--- src/rtl/alu_issue_ctrl_pkg.sv ---
// ============================================================================
//  Module      : alu_issue_ctrl_pkg
//  Description : Shared ALU op-codes, FSM state encodings and the op-code
//                support check used by the ALU issue controller.
//  Revision    : 1.0 - initial release
// ============================================================================
`default_nettype none

package alu_issue_ctrl_pkg;

    // ALU control codes as seen on the ALU cnt input
    localparam logic [11:0] c_op_add  = 12'd32;
    localparam logic [11:0] c_op_addi = 12'd512;
    localparam logic [11:0] c_op_sub  = 12'd34;
    localparam logic [11:0] c_op_mul  = 12'd24;
    localparam logic [11:0] c_op_div  = 12'd26;
    localparam logic [11:0] c_op_and  = 12'd36;
    localparam logic [11:0] c_op_andi = 12'd768;
    localparam logic [11:0] c_op_or   = 12'd37;
    localparam logic [11:0] c_op_ori  = 12'd832;
    localparam logic [11:0] c_op_lw   = 12'd2048;
    localparam logic [11:0] c_op_sw   = 12'd2560;

    // Issue FSM state encodings
    localparam logic [1:0] c_st_idle = 2'd0;
    localparam logic [1:0] c_st_exec = 2'd1;
    localparam logic [1:0] c_st_done = 2'd2;

    // True when the ALU produces a defined result for this code.
    // The register-form OR has no ALU implementation and is flagged.
    function automatic logic op_supported(input logic [11:0] cnt);
        logic ok;
        case (cnt)
            c_op_add, c_op_addi, c_op_sub, c_op_mul, c_op_div,
            c_op_and, c_op_andi, c_op_ori, c_op_lw, c_op_sw: ok = 1'b1;
            c_op_or:                                         ok = 1'b0;
            default:                                         ok = 1'b0;
        endcase
        return ok;
    endfunction

endpackage

`default_nettype wire

--- src/rtl/alu_issue_ctrl_rr_arbiter2.sv ---
// ============================================================================
//  Module      : rr_arbiter2
//  Description : Two-way combinational round-robin arbiter. A lone request
//                wins outright; on a tie the requester that did not win
//                last time is granted.
//  Revision    : 1.0 - initial release
// ============================================================================
`default_nettype none

module rr_arbiter2 (
    input  logic [1:0] req,
    input  logic       last,
    output logic [1:0] gnt
);

    // One-hot grant; ties go to the requester opposite to 'last'
    always_comb begin
        gnt = 2'b00;
        case (req)
            2'b01:   gnt = 2'b01;
            2'b10:   gnt = 2'b10;
            2'b11:   gnt = last ? 2'b01 : 2'b10;
            default: gnt = 2'b00;
        endcase
    end

endmodule

`default_nettype wire

--- src/rtl/alu_issue_ctrl.sv ---
// ============================================================================
//  Module      : alu_issue_ctrl
//  Description : Shares one 32-bit ALU between two requesters. Arbitrates
//                round-robin, holds ALU inputs stable for the op latency,
//                captures the result and returns it on a valid/ready port.
//  Revision    : 1.0 - initial release
// ============================================================================
`default_nettype none

module alu_issue_ctrl
    import alu_issue_ctrl_pkg::*;
#(
    parameter int MUL_LAT = 4,
    parameter int DIV_LAT = 8
) (
    input  logic        clk,
    input  logic        rst_n,
    input  logic [1:0]  req_valid_i,
    output logic [1:0]  req_ready_o,
    input  logic [23:0] req_cnt_i,
    input  logic [63:0] req_rs_i,
    input  logic [63:0] req_rt_i,
    input  logic [63:0] req_imm_i,
    output logic [11:0] alu_cnt_o,
    output logic [31:0] alu_rs_o,
    output logic [31:0] alu_rt_o,
    output logic [31:0] alu_imm_o,
    input  logic [31:0] alu_out_i,
    output logic        rsp_valid_o,
    input  logic        rsp_ready_i,
    output logic [31:0] rsp_data_o,
    output logic        rsp_id_o,
    output logic        rsp_err_o
);

    // The counter only ever holds LAT-1, so the longest latency sets its width
    localparam int c_max_lat = (MUL_LAT > DIV_LAT) ? MUL_LAT : DIV_LAT;
    localparam int c_lat_w   = (c_max_lat > 1) ? $clog2(c_max_lat) : 1;

    logic [1:0]         r_state;
    logic               r_last_grant;
    logic [11:0]        r_cnt;
    logic [31:0]        r_rs;
    logic [31:0]        r_rt;
    logic [31:0]        r_imm;
    logic               r_id;
    logic [c_lat_w-1:0] r_lat_cnt;
    logic [31:0]        r_data;
    logic               r_err;

    logic [1:0]         w_gnt;
    logic               w_idle;
    logic               w_exec;
    logic               w_accept;
    logic               w_sel_id;
    logic [11:0]        w_sel_cnt;
    logic [31:0]        w_sel_rs;
    logic [31:0]        w_sel_rt;
    logic [31:0]        w_sel_imm;
    logic [c_lat_w-1:0] w_load_lat;

    rr_arbiter2 u_arb (
        .req  (req_valid_i),
        .last (r_last_grant),
        .gnt  (w_gnt)
    );

    assign w_idle   = (r_state == c_st_idle);
    assign w_exec   = (r_state == c_st_exec);
    // A grant only exists for a valid requester, so any grant in IDLE is a handshake
    assign w_accept = w_idle && (w_gnt != 2'b00);
    assign w_sel_id = w_gnt[1];

    assign w_sel_cnt = w_sel_id ? req_cnt_i[23:12] : req_cnt_i[11:0];
    assign w_sel_rs  = w_sel_id ? req_rs_i[63:32]  : req_rs_i[31:0];
    assign w_sel_rt  = w_sel_id ? req_rt_i[63:32]  : req_rt_i[31:0];
    assign w_sel_imm = w_sel_id ? req_imm_i[63:32] : req_imm_i[31:0];

    // Number of EXEC cycles minus one for the selected op
    always_comb begin
        w_load_lat = '0;
        case (w_sel_cnt)
            c_op_mul: w_load_lat = c_lat_w'(MUL_LAT - 1);
            c_op_div: w_load_lat = c_lat_w'(DIV_LAT - 1);
            default:  w_load_lat = '0;
        endcase
    end

    // Issue FSM with operand capture, latency count and result capture
    always_ff @(posedge clk or negedge rst_n) begin
        if (!rst_n) begin
            r_state      <= c_st_idle;
            r_last_grant <= 1'b1;
            r_cnt        <= '0;
            r_rs         <= '0;
            r_rt         <= '0;
            r_imm        <= '0;
            r_id         <= 1'b0;
            r_lat_cnt    <= '0;
            r_data       <= '0;
            r_err        <= 1'b0;
        end else begin
            case (r_state)
                c_st_idle: begin
                    if (w_accept) begin
                        r_cnt        <= w_sel_cnt;
                        r_rs         <= w_sel_rs;
                        r_rt         <= w_sel_rt;
                        r_imm        <= w_sel_imm;
                        r_id         <= w_sel_id;
                        r_last_grant <= w_sel_id;
                        if ((w_sel_cnt == c_op_div) && (w_sel_rt == 32'd0)) begin
                            // Divide by zero never reaches the ALU
                            r_data  <= '0;
                            r_err   <= 1'b1;
                            r_state <= c_st_done;
                        end else begin
                            r_lat_cnt <= w_load_lat;
                            r_err     <= !op_supported(w_sel_cnt);
                            r_state   <= c_st_exec;
                        end
                    end
                end
                c_st_exec: begin
                    if (r_lat_cnt == '0) begin
                        r_data  <= alu_out_i;
                        r_state <= c_st_done;
                    end else begin
                        r_lat_cnt <= r_lat_cnt - 1'b1;
                    end
                end
                c_st_done: begin
                    if (rsp_ready_i) begin
                        r_state <= c_st_idle;
                    end
                end
                default: r_state <= c_st_idle;
            endcase
        end
    end

    // ALU sees a zero code (and zero operands) whenever it is not executing
    assign alu_cnt_o = w_exec ? r_cnt : 12'd0;
    assign alu_rs_o  = w_exec ? r_rs  : 32'd0;
    assign alu_rt_o  = w_exec ? r_rt  : 32'd0;
    assign alu_imm_o = w_exec ? r_imm : 32'd0;

    assign req_ready_o = w_idle ? w_gnt : 2'b00;
    assign rsp_valid_o = (r_state == c_st_done);
    assign rsp_data_o  = r_data;
    assign rsp_id_o    = r_id;
    assign rsp_err_o   = r_err;

endmodule

`default_nettype wire

--- config.mk ---
export PLATFORM = sky130hd
export DESIGN_NAME = alu_issue_ctrl
export DESIGN_NICKNAME = d
export VERILOG_FILES = /design/src/rtl/alu_issue_ctrl_pkg.sv /design/src/rtl/alu_issue_ctrl_rr_arbiter2.sv /design/src/rtl/alu_issue_ctrl.sv
export SDC_FILE = /design/constraint.sdc
export NUM_CORES = 1
export LEC_CHECK = 0
export ABC_AREA = 0
export BUFFER_PORTS_ARGS = -buffer_cell sky130_fd_sc_hd__buf_2
export CAP_MARGIN = 30
export CORE_AREA = 2 2 154 156
export DETAILED_ROUTE_END_ITERATION = 12
export DIE_AREA = 0 0 156 158
export SLEW_MARGIN = 20
export SYNTH_ARGS = -nofsm -noshare
export SYNTH_HDL_FRONTEND = slang
export SYNTH_SLANG_ARGS = --single-unit
export TNS_END_PERCENT = 5
--- constraint.sdc ---
create_clock -name clk -period 4 [get_ports clk]
set_input_delay 0.6 -clock clk [delete_from_list [all_inputs] [get_ports clk]]
set_output_delay 0.6 -clock clk [all_outputs]
set_load 0.05 [all_outputs]
# Word level (Yosys, flattened, before mapping)
# Cells that the tools add are included.
# Widths: inputs -> output; s select.
# op_classes
eq_ne	21
n_addsub	1
n_reduce_logical	13
n_mux	30
# ops
cell	count
$mux 32	9
$pmux 32 s2	1
$eq 12x10->1 const B	3
$eq 12x6->1 const B	3
$logic_not 32->1	1
$eq 12x12->1 const B	2
$eq 12x5->1 const B	2
$mux 12	2
$mux 2	6
$pmux 2 s3	2
$pmux 3 s2	2
$reduce_or 10->1	1
$mux 3	3
$ne 2x1->1 const B	4
$reduce_and 4->1	2
$eq 2x2->1 const B	3
$mux 1	5
$eq 2x1->1 const B	2
$ne 2x2->1 const B	2
$reduce_bool 2->1	2
$logic_not 3->1	1
$reduce_and 3->1	1
$sub 3x1->3 const B	1
$logic_and 1x1->1	2
other kinds (3)	3
# totals
output_inout_bits	145
ff_bits	148
input_bits	253
word_cells	75

# Logic depth before layout (Yosys ltp)
# Gate-level depths: netlist (run 1).
# depth
ltp_word	11
ltp_mapped	8
mapped_depth_nobuf	7

# By module
# A second synthesis (run 1) with hierarchy kept.
# hier_totals
hier_cells	771
area_unflattened_um2	7612.3
# modules_own_cells
mod	cells_each	area_per_inst_um2	instances	seq_area_each_um2
alu_issue_ctrl	768	7593.5	1	3704.8
rr_arbiter2	3	18.8	1	0.0

# Worst setup path before layout (run 1)
# Ideal clock, no wire load.
# synth_timing
kind	input-to-output
start	input port req_valid_i[1]
end	output port req_ready_o[1]
t_arrival_ns	2.300
required_ns	3.400
cell_stages	4
path_slack_ns	1.100
path_buffers	2
path_cell_list	a21bo_2 > clkbuf_1 > clkbuf_1 > nor3_1
# synth_via
elab_chain_cells	3
word_cells_on_any_way	5
cone_classes	eq/ne (3); mux (2)
# synth_rtl
element	line_no	rtl
from (decl)	alu_issue_ctrl.sv:18	input logic [1:0] req_valid_i,
$eq 2x2->1 or $eq 2x1->1 (tied branches)	alu_issue_ctrl_rr_arbiter2.sv:19	case (req)
$pmux 2 s3 *	alu_issue_ctrl_rr_arbiter2.sv:19	
$mux 2 *	alu_issue_ctrl.sv:148	assign req_ready_o = w_idle ? w_gnt : 2'b00;
to (decl)	alu_issue_ctrl.sv:19	output logic [1:0] req_ready_o,
# Mark *: on every way between the ends. The rest lies on a longest branch, timed or not.

# Final worst setup path (run 1)
# layout_timing
start	register r_state[0]
end	output port alu_rs_o[7]
# layout_via
elab_chain_cells	2
# layout_rtl
element	line_no	rtl
from (decl)	alu_issue_ctrl.sv:40	logic [1:0] r_state;
from (signal assigned)	alu_issue_ctrl.sv:92	r_state <= c_st_idle;
from (signal assigned)	alu_issue_ctrl.sv:116	r_state <= c_st_done;
from (signal assigned)	alu_issue_ctrl.sv:120	r_state <= c_st_exec;
$eq 2x1->1	alu_issue_ctrl.sv:69	assign w_exec = (r_state == c_st_exec);
$mux 32	alu_issue_ctrl.sv:144	assign alu_rs_o = w_exec ? r_rs : 32'd0;
to (decl)	alu_issue_ctrl.sv:25	output logic [31:0] alu_rs_o,
# Every way passes these cells.

==> results.cfg, run 1 <==
[status]
status = completed

[power]
p_per_area_nw_per_um2 = 1020
clockPowerShare_pct = 15.1
p_int_mw = 4.96
irDropWorstVdd_uv = 476
leakagePower_nw = 5.28
combinationalPowerShare_pct = 60.4
swShare_pct = 54.8
pwr-share-seq_pct = 24.6
power.switching_mw = 6.02

[synth]
muxShareOfSynthArea_pct = 0.377
synth-compound-area-share_pct = 17.8
synth-simple-area-share_pct = 30.8
syn_area_um2 = 7960
async_flop_share_pct = 100
ys.flop_type = dfrtp_1
yosys.area_share.xor_xnor_pct = 0
synth_nets = 1229
ys_seq_elements = 148
synth_top_family_by_area = simple AND/OR/NAND/NOR gates
yosysSeqAreaShare_pct = 46.6
synth-edff-count = 0
synth_cell_types = 48
syn_area_per_cell_um2 = 8.17
syn_inst = 974
synth_fa_ha_area_share_pct = 0.315
synth_warnings = 0

[final_layout]
final_util_pct = 46.8
fillerInstances = 2386
multi_input_area_um2 = 3950
area.sequential_um2 = 3700
diodes = 0
area_growth_pct = 35.5
postLayoutCellArea_um2 = 10800
drive_gt1_share_pct = 36.2
final_nets = 1586

[sta]
fin_tns_setup_ps = 0
fin_crit_sh_pct = 76.1
worst_pin_slew_ps = 706
finalSetupViolations = 0
max_freq_mhz = 329
slew_viol_final = 0
rsz0062_at_grt = no
maxSlewHeadroom_pct = 52.7
hold_viol_final = 0
period_minus_slack_ps = 3040
skew_ps = 10.6

[cts]
cts.sinks = 148
cts-resized-gates = 0
hold_buffers = 0
clkTransAtPathRegs_ps = 70
clockRootBuffer = clkbuf_16
post_cts_buffers = 0
insertion_delay_ps = 420
cts_tree = yes
cts_max_path_buffers = 2
htree_levels = 4
cts_buffers = 17

[die]
ios = 398
die_height_um = 158
die_area_um2 = 24600
row_count = 56
coreArea_um2 = 23100
start_util_pct = 34.5
die_w_um = 156

[detailed_routing]
route.detailed.drc = 0
routed_via_density = 5.12
wire_per_inst_um = 17.3
ant_nets = 0
first_pass_iters = 7
vias = 8361
drt-initial-drc-count = 522
drt_wl_total_um = 28300

[critical_path]
r2r_slack_ps = 1270
required_ps = 3400
r2r-start = r_last_grant
crit_fanout = 92
endpoint = alu_rs_o[7]
critPathCaptureType = output pin
crit_path_cell_trace = nor2b_4, buf_12, and2_1, buf_2
crit_start = r_state[0]
worstRegToRegCells = 7
start_kind = flip-flop
r2r-end = rsp_data_o[0]
path_class = reg -> out
max_stage_delay_ps = 620
arrival_ps = 2440
slowest_stage = dfrtp_1

[global_route]
grt_pass1_vias = 7978
grt_pass1_wl_um = 43200
grt_use_total_pct = 22.5
met1_usage_pct = 27.8
grt_start_max_net_pins = 93
grt_busiest_layer = met2
grtUsageMet2_pct = 37.5
grt_util_met3_pct = 6.41
gr-total-overflow = 0
antenna_found_initial = 1

[flow_run]
drv_cap = 0

[placement]
portBuffers = 397
gp_congestion = 0.857
place_area_um2 = 10200
dp.final_hpwl_um = 20700

[worst_hold_path]
worst_hold_path_type = in -> async
## kinds of logic after synthesis
logic type                 count (synthesis)
buffers and inverters                     80
and+or+nand+nor                          541
adders and majority gates                  2
AOI/OAI and AO/OA                        200
muxes                                      3
DFF                                      148
## cells in the mapped netlist (all sizes together) (3+ instances only)
library cell,number,area share [%]
and2,108,8.5
mux2i,3,0.38
inv,6,0.28
clkbuf,67,3.2
o21ai,36,3.8
nand4,8,0.63
nand2,261,12
a31oi,110,8.6
or4,4,0.42
dfrtp,147,46
nor2,125,6.0
a21oi,6,0.38
nand3,4,0.25
a22oi,33,3.2
buf,7,0.68
nor4,19,1.7
nor2b,3,0.24
## layout by cell type, fill, tap and decap left out, types with 4 or more instances in the layout
cell type	Yosys	routed
a21oi_1	6	6
a22oi_1	32	32
a31oi_1	110	110
and2_1	108	108
buf_2	1	396
buf_4	1	12
clkbuf_16	0	17
dfrtp_1	147	147
inv_1	6	6
inv_6	0	7
nand2_1	260	260
nand3_1	4	4
nand4_1	8	8
nor2_1	124	123
nor4_1	18	18
o21ai_2	32	32
## layout make-up
type,count,area share (%)
Clock buffer,18,3.98
Sequential cell,148,34.4
Timing Repair Buffer,412,19.9
Inverter,6,0.209
Multi-Input combinational cell,746,36.7
Tap cell,290,3.37
Clock inverter,14,1.52
## per-layer routing
| metal | part of all wire [%] | routed length [µm] | up-vias |
|---|---|---|---|
| met5 | 0 | 0 | - |
| met4 | 2.9 | 826 | 0 |
| met3 | 8.3 | 2350 | 47 |
| met2 | 48 | 13600 | 355 |
| met1 | 41 | 11600 | 3923 |
| li1 | - | - | 4036 |
## power groups by stage
stage          sequential (mW)  combinational (mW)  clock [mW]
2_1_floorplan             3.22                4.52           0
3_3_place_gp              2.69                6.63           0
3_5_place_dp              2.73                6.68           0
4_1_cts                   2.70                6.69        1.69
5_1_grt                   2.80                7.09        1.77
6_report                  2.70                6.62        1.65
## through the flow
| stage | hold slack, ps | power, mW | instances | worst slack, ps |
|---|---|---|---|---|
| final | 167 | 11.0 | 1634 | 957 |
| after global routing | 218 | 11.7 | 1634 | 796 |
| after CTS | 202 | 11.1 | 1634 | 917 |
| after detailed placement | 476 | 9.40 | 1602 | 1060 |
| after global placement | 478 | 9.32 | 1602 | 1110 |
| after floorplan | 304 | 7.74 | 974 | 1100 |
## how the worst min path moves through the flow
stage,end
2_1_floorplan,r_cnt[0]
3_3_place_gp,r_lat_cnt[0]
3_5_place_dp,r_lat_cnt[0]
4_1_cts,r_rt[20]
5_1_grt,r_rt[20]
6_report,r_rt[20]
## flip-flops by register name, summed over array words and instances (netlist names)
name	count
r_cnt	12
r_imm	32
r_last_grant	1
r_lat_cnt	3
r_rs	32
r_rt	32
r_state	2
rsp_data_o	32
rsp_err_o	1
rsp_id_o	1
## critical path, delay by kind of cell, from the launching register on
kind          cells  cell delay [ps]
simple gates      2              710
flops             1              620
buf+inv           2              600
Note: power is estimated with default switching activity, not from simulation.
==> run 2: changes to the inputs <==
--- a/config.mk
+++ b/config.mk
@@ -11,6 +11,7 @@
 export CORE_AREA = 2 2 154 156
 export DETAILED_ROUTE_END_ITERATION = 12
 export DIE_AREA = 0 0 156 158
+export PLACE_DENSITY = 0.66
 export SLEW_MARGIN = 20
 export SYNTH_ARGS = -nofsm -noshare
 export SYNTH_HDL_FRONTEND = slang
==> constraint.sdc (replaced) <==
create_clock -name clk -period 2.75 [get_ports clk]
set_input_delay 0.4125 -clock clk [delete_from_list [all_inputs] [get_ports clk]]
set_output_delay 0.4125 -clock clk [all_outputs]
set_load 0.05 [all_outputs]
==> results.cfg, run 2 (synthesized netlist as in run 1, its figures left out) <==
[sta]
max_freq_mhz = 418
fin_tns_setup_ps = 0
fin_crit_sh_pct = 87.1
slew_viol_final = 0
period_minus_slack_ps = 2400
maxSlewHeadroom_pct = 48.1
skew_ps = 13.1
hold_viol_final = 0
finalSetupViolations = 0
rsz0062_at_grt = no
worst_pin_slew_ps = 779

[power]
p_total_mw = 16.0
p_per_area_nw_per_um2 = 1470
irDropWorstVdd_uv = 768
leakagePower_nw = 5.34

[critical_path]
slowest_stage = dfstp_2
cp_top_family = simple AND/OR/NAND/NOR gates
r2r_slack_ps = 350
path_buf_inv = 1
crit_fanout = 49
path_class = reg -> reg
required_ps = 3050
arrival_ps = 2690
worstRegToRegCells = 7
crit_path_cell_trace = a21boi_4, buf_4, or3_1, o22ai_1, nand2_1, nor4_1, o31ai_1
max_stage_delay_ps = 590
r2r-start = r_last_grant
critPathCaptureType = flip-flop
r2r-end = r_lat_cnt[0]
start_kind = flip-flop

[global_route]
grt_pass1_vias = 7917
gr-total-overflow = 0
grt_pass1_wl_um = 42100
grt_start_max_net_pins = 94
antenna_found_initial = 0
grt_use_total_pct = 21.9

[cts]
cts_tree = yes
hold_buffers = 0
insertion_delay_ps = 420
cts.sinks = 148
clockRootBuffer = clkbuf_16
cts_max_path_buffers = 2
cts-resized-gates = 0
clkTransAtPathRegs_ps = 70
htree_levels = 4
post_cts_buffers = 0
cts_buffers = 17

[die]
row_count = 56
die_area_um2 = 24600
ios = 398
die_height_um = 158
die_w_um = 156
coreArea_um2 = 23100
start_util_pct = 34.5

[placement]
place_area_um2 = 10400
portBuffers = 397
dp.cells = 1613
dp.final_hpwl_um = 20300
gp_congestion = 0.912

[final_layout]
final_nets = 1597
area_growth_pct = 37.5
postLayoutCellArea_um2 = 10900
drive_gt1_share_pct = 36.8
final_common_cell = buf_2
final_cells = 1644
diodes = 0
layout_common_cells = 391 x buf_2, 260 x nand2_1, 147 x dfrtp_1
final_util_pct = 47.4

[status]
status = completed

[worst_hold_path]
worst_hold_path_type = in -> async

[detailed_routing]
drt-initial-drc-count = 486
drt_wl_total_um = 27400
routed_via_density = 5.04
wire_per_inst_um = 16.7
route.detailed.drc = 0
ant_nets = 0
vias = 8289
first_pass_iters = 5

[flow_run]
drv_cap = 0
-- run 2: layout make-up --
class                           instances  area, µm²
Sequential cell                       148       3700
Inverter                                6       22.5
Fill cell                            2311      12100
Timing Repair Buffer                  423       2330
Multi-Input combinational cell        746       3950
Clock buffer                           17        425
Tap cell                              290        363
Clock inverter                         14        144
-- run 2: worst max path at each step --
stage / start / to / cells past startpoint
2_1_floorplan: req_valid_i[1] / req_ready_o[1] / 4
3_3_place_gp: req_cnt_i[11] / r_lat_cnt[0] / 7
3_5_place_dp: req_valid_i[1] / r_lat_cnt[1] / 8
4_1_cts: r_last_grant / r_lat_cnt[0] / 7
5_1_grt: r_last_grant / r_lat_cnt[0] / 7
6_report: r_last_grant / r_lat_cnt[0] / 7
-- run 2: metal layers --
layer	track usage, %	vias up	wire length [µm]
met4	5.64	0	409
li1	-	4059	-
met3	5.67	26	1980
met2	37.1	331	13300
met5	0	-	0
met1	27.9	3873	11800
-- run 2: metrics by stage --
stage	hold slack [ps]	setup slack (ps)
5_1_grt	75.7	266
6_report	20.9	355
3_5_place_dp	479	286
4_1_cts	50.8	394
2_1_floorplan	117	225
3_3_place_gp	477	299
-- run 2: power by group --
part	leakage, nW	total (mW)	switching (mW)	internal, mW
clock network	0.268	2.30	1.03	1.27
registers	1.66	3.91	0.603	3.31
logic	3.41	9.84	7.12	2.72
total	5.34	16.0	8.75	7.30
-- run 2: worst reg2reg max path, delay by kind of cell (launching register included) --
family	cells	cell delay [ps]
simple gates	3	780
compound gates	3	600
flops	1	590
buf+inv	1	310
==> run 3: changes to the inputs <==
--- a/config.mk
+++ b/config.mk
@@ -5,15 +5,15 @@
 export SDC_FILE = /design/constraint.sdc
 export NUM_CORES = 1
 export LEC_CHECK = 0
-export ABC_AREA = 0
+export ABC_AREA = 1
 export BUFFER_PORTS_ARGS = -buffer_cell sky130_fd_sc_hd__buf_2
 export CAP_MARGIN = 30
-export CORE_AREA = 2 2 154 156
+export CORE_AREA = 2 2 155 157
 export DETAILED_ROUTE_END_ITERATION = 12
-export DIE_AREA = 0 0 156 158
+export DIE_AREA = 0 0 157 159
 export PLACE_DENSITY = 0.66
 export SLEW_MARGIN = 20
 export SYNTH_ARGS = -nofsm -noshare
 export SYNTH_HDL_FRONTEND = slang
 export SYNTH_SLANG_ARGS = --single-unit
-export TNS_END_PERCENT = 5
+export TNS_END_PERCENT = 20
==> results.cfg, run 3 <==
[status]
status = completed

[global_route]
grt_start_max_net_pins = 133
grt_use_total_pct = 21.2
antenna_found_initial = 1
gr-total-overflow = 0
grt_pass1_wl_um = 42200
grt_pass1_vias = 8263

[cts]
post_cts_buffers = 0
htree_levels = 4
cts_tree = yes
insertion_delay_ps = 420
clkTransAtPathRegs_ps = 60
cts.sinks = 148
cts-resized-gates = 0
cts_buffers = 17
cts_max_path_buffers = 2
clockRootBuffer = clkbuf_16

[synth]
syn_area_um2 = 8100
synth_fa_ha_area_share_pct = 0.309
synth.largest_area_cell = dfrtp_1
syn_inst = 1174
muxShareOfSynthArea_pct = 0
synth_top_family_by_area = simple AND/OR/NAND/NOR gates
synth_nets = 1429
synth-simple-area-share_pct = 33.1
synth-edff-count = 0
async_flop_share_pct = 100
syn_area_per_cell_um2 = 6.90
synth_cell_types = 25
ys.flop_type = dfrtp_1
synth_area_leaders = dfrtp_1 45%, nand2_1 16%, nor2_1 9.2%, inv_1 7.9%, nand3_1 5.0%
synth-compound-area-share_pct = 8.85
yosys.area_share.xor_xnor_pct = 0.108
synth_warnings = 0
ys_seq_elements = 148
synth.most_common_cell = nand2_1
yosysSeqAreaShare_pct = 45.7
synthDominantCellAreaShare_pct = 45.4
ys_top_cells_by_count = 335 x nand2_1, 199 x nor2_1, 171 x inv_1

[detailed_routing]
drt_wl_total_um = 26800
route.detailed.drc = 0
wire_per_inst_um = 14.3
drt-initial-drc-count = 600
vias = 8699
routed_via_density = 4.65
first_pass_iters = 7
ant_nets = 0

[critical_path]
critPathCaptureType = output pin
max_stage_delay_ps = 560
start_kind = flip-flop
path_class = reg -> out
path_buf_inv = 2
required_ps = 2340
crit_top_cell = nand2_4
arrival_ps = 2140
slowest_stage = dfstp_2
crit_path_cell_trace = nand2_4, nand2_4, buf_4, nor2_1, buf_2
cp_top_family = buffers and inverters
crit_fanout = 36

[die]
die_area_um2 = 25000
die_w_um = 157
die_height_um = 159
ios = 398
coreArea_um2 = 23200
start_util_pct = 34.9
row_count = 56

[power]
p_total_mw = 14.2
p_per_area_nw_per_um2 = 1280
irDropWorstVdd_uv = 616
leakagePower_nw = 6.56

[placement]
dp.cells = 1838
gp_congestion = 0.846
post-place-ws_ps = 143
dp.final_hpwl_um = 19800
place_area_um2 = 10500
portBuffers = 397

[sta]
fin_crit_sh_pct = 93.0
max_freq_mhz = 391
period_minus_slack_ps = 2560
layout_setup_ws_ps = 193
holdWs_ps = 172
rsz0062_at_grt = no
finalSetupViolations = 0
worst_pin_slew_ps = 618
fin_tns_setup_ps = 0
slew_viol_final = 0
hold_viol_final = 0
skew_ps = 16.0
maxSlewHeadroom_pct = 58.8

[final_layout]
final_util_pct = 47.8
final_common_cell = buf_2
postLayoutCellArea_um2 = 11100
drive_gt1_share_pct = 29.9
area_growth_pct = 36.8
final_nets = 1794
layout_common_cells = 395 x buf_2, 335 x nand2_1, 198 x nor2_1
final_cells = 1872

[flow_run]
drv_cap = 0

[worst_hold_path]
worst_hold_path_type = in -> reg
[run 3: report_power, final]
part	total (mW)	leakage [nW]	switching, mW	internal, mW
clock network	2.45	0.297	1.03	1.42
logic	7.84	4.49	5.86	1.97
registers	3.88	1.77	0.583	3.29
total	14.2	6.56	7.47	6.69
[run 3: worst reg2reg max path, stage by stage, from the launching register on]
cell	delay (ps)
dfstp_2	560
nand2_4	80
nand2_4	290
buf_12	220
nand2_1	70
nand2_1	70
nand2_1	90
nor2_1	120
nand2_1	70
nor2_1	210
nand3_1	130
nand2_1	100
nand2_2	90
buf_12	180
nand2_1	90
nand2_1	60
[run 3: cell families (layout without fill, tap and decap cells)]
family | count (synthesis) | count (layout)
flip-flops | 148 | 148
AND/OR/NAND/NOR | 651 | 651
XOR/XNOR | 1 | 1
adder cells (fa/ha/maj) | 2 | 2
other | 0 | 1
buffers and inverters | 246 | 624
AO/OA/AOI/OAI | 126 | 126
[run 3: timing repair]
action                     CTS  global route
hold buffers                 1             0
hold endpoints to repair    47             0
setup endpoints to repair    0             0
[run 3: metal layers]
| layer | GRT usage [%] | wire, µm | vias up |
|---|---|---|---|
| li1 | - | - | 4343 |
| met3 | 4.65 | 1910 | 27 |
| met4 | 7.38 | 552 | 0 |
| met5 | 0 | 0 | - |
| met1 | 26.6 | 11400 | 3965 |
| met2 | 35.9 | 12900 | 364 |
[run 3: layout make-up]
type | instances | area [µm²]
Sequential cell | 148 | 3700
Clock inverter | 13 | 161
Multi-Input combinational cell | 780 | 3440
Clock buffer | 19 | 453
Tap cell | 319 | 399
Inverter | 171 | 644
Timing Repair Buffer | 421 | 2280
Fill cell | 2401 | 12100
Antenna cell | 1 | 2.50
[run 3: final timing paths]
path / startpoint / endpoint / cells past startpoint / slack [ps]
worst max-delay path: r_last_grant / req_ready_o[1] / 5 / 190
worst min-delay path: rsp_ready_i / r_state[1] / 2 / 170
worst max register to register: r_last_grant / rsp_data_o[13] / 15 / 240
worst min register to register: rsp_data_o[7] / rsp_data_o[7] / 2 / 470
max in group asynchronous: rst_n / rsp_data_o[25] / 3 / 1470
min in group asynchronous: rst_n / r_rt[26] / 2 / 510
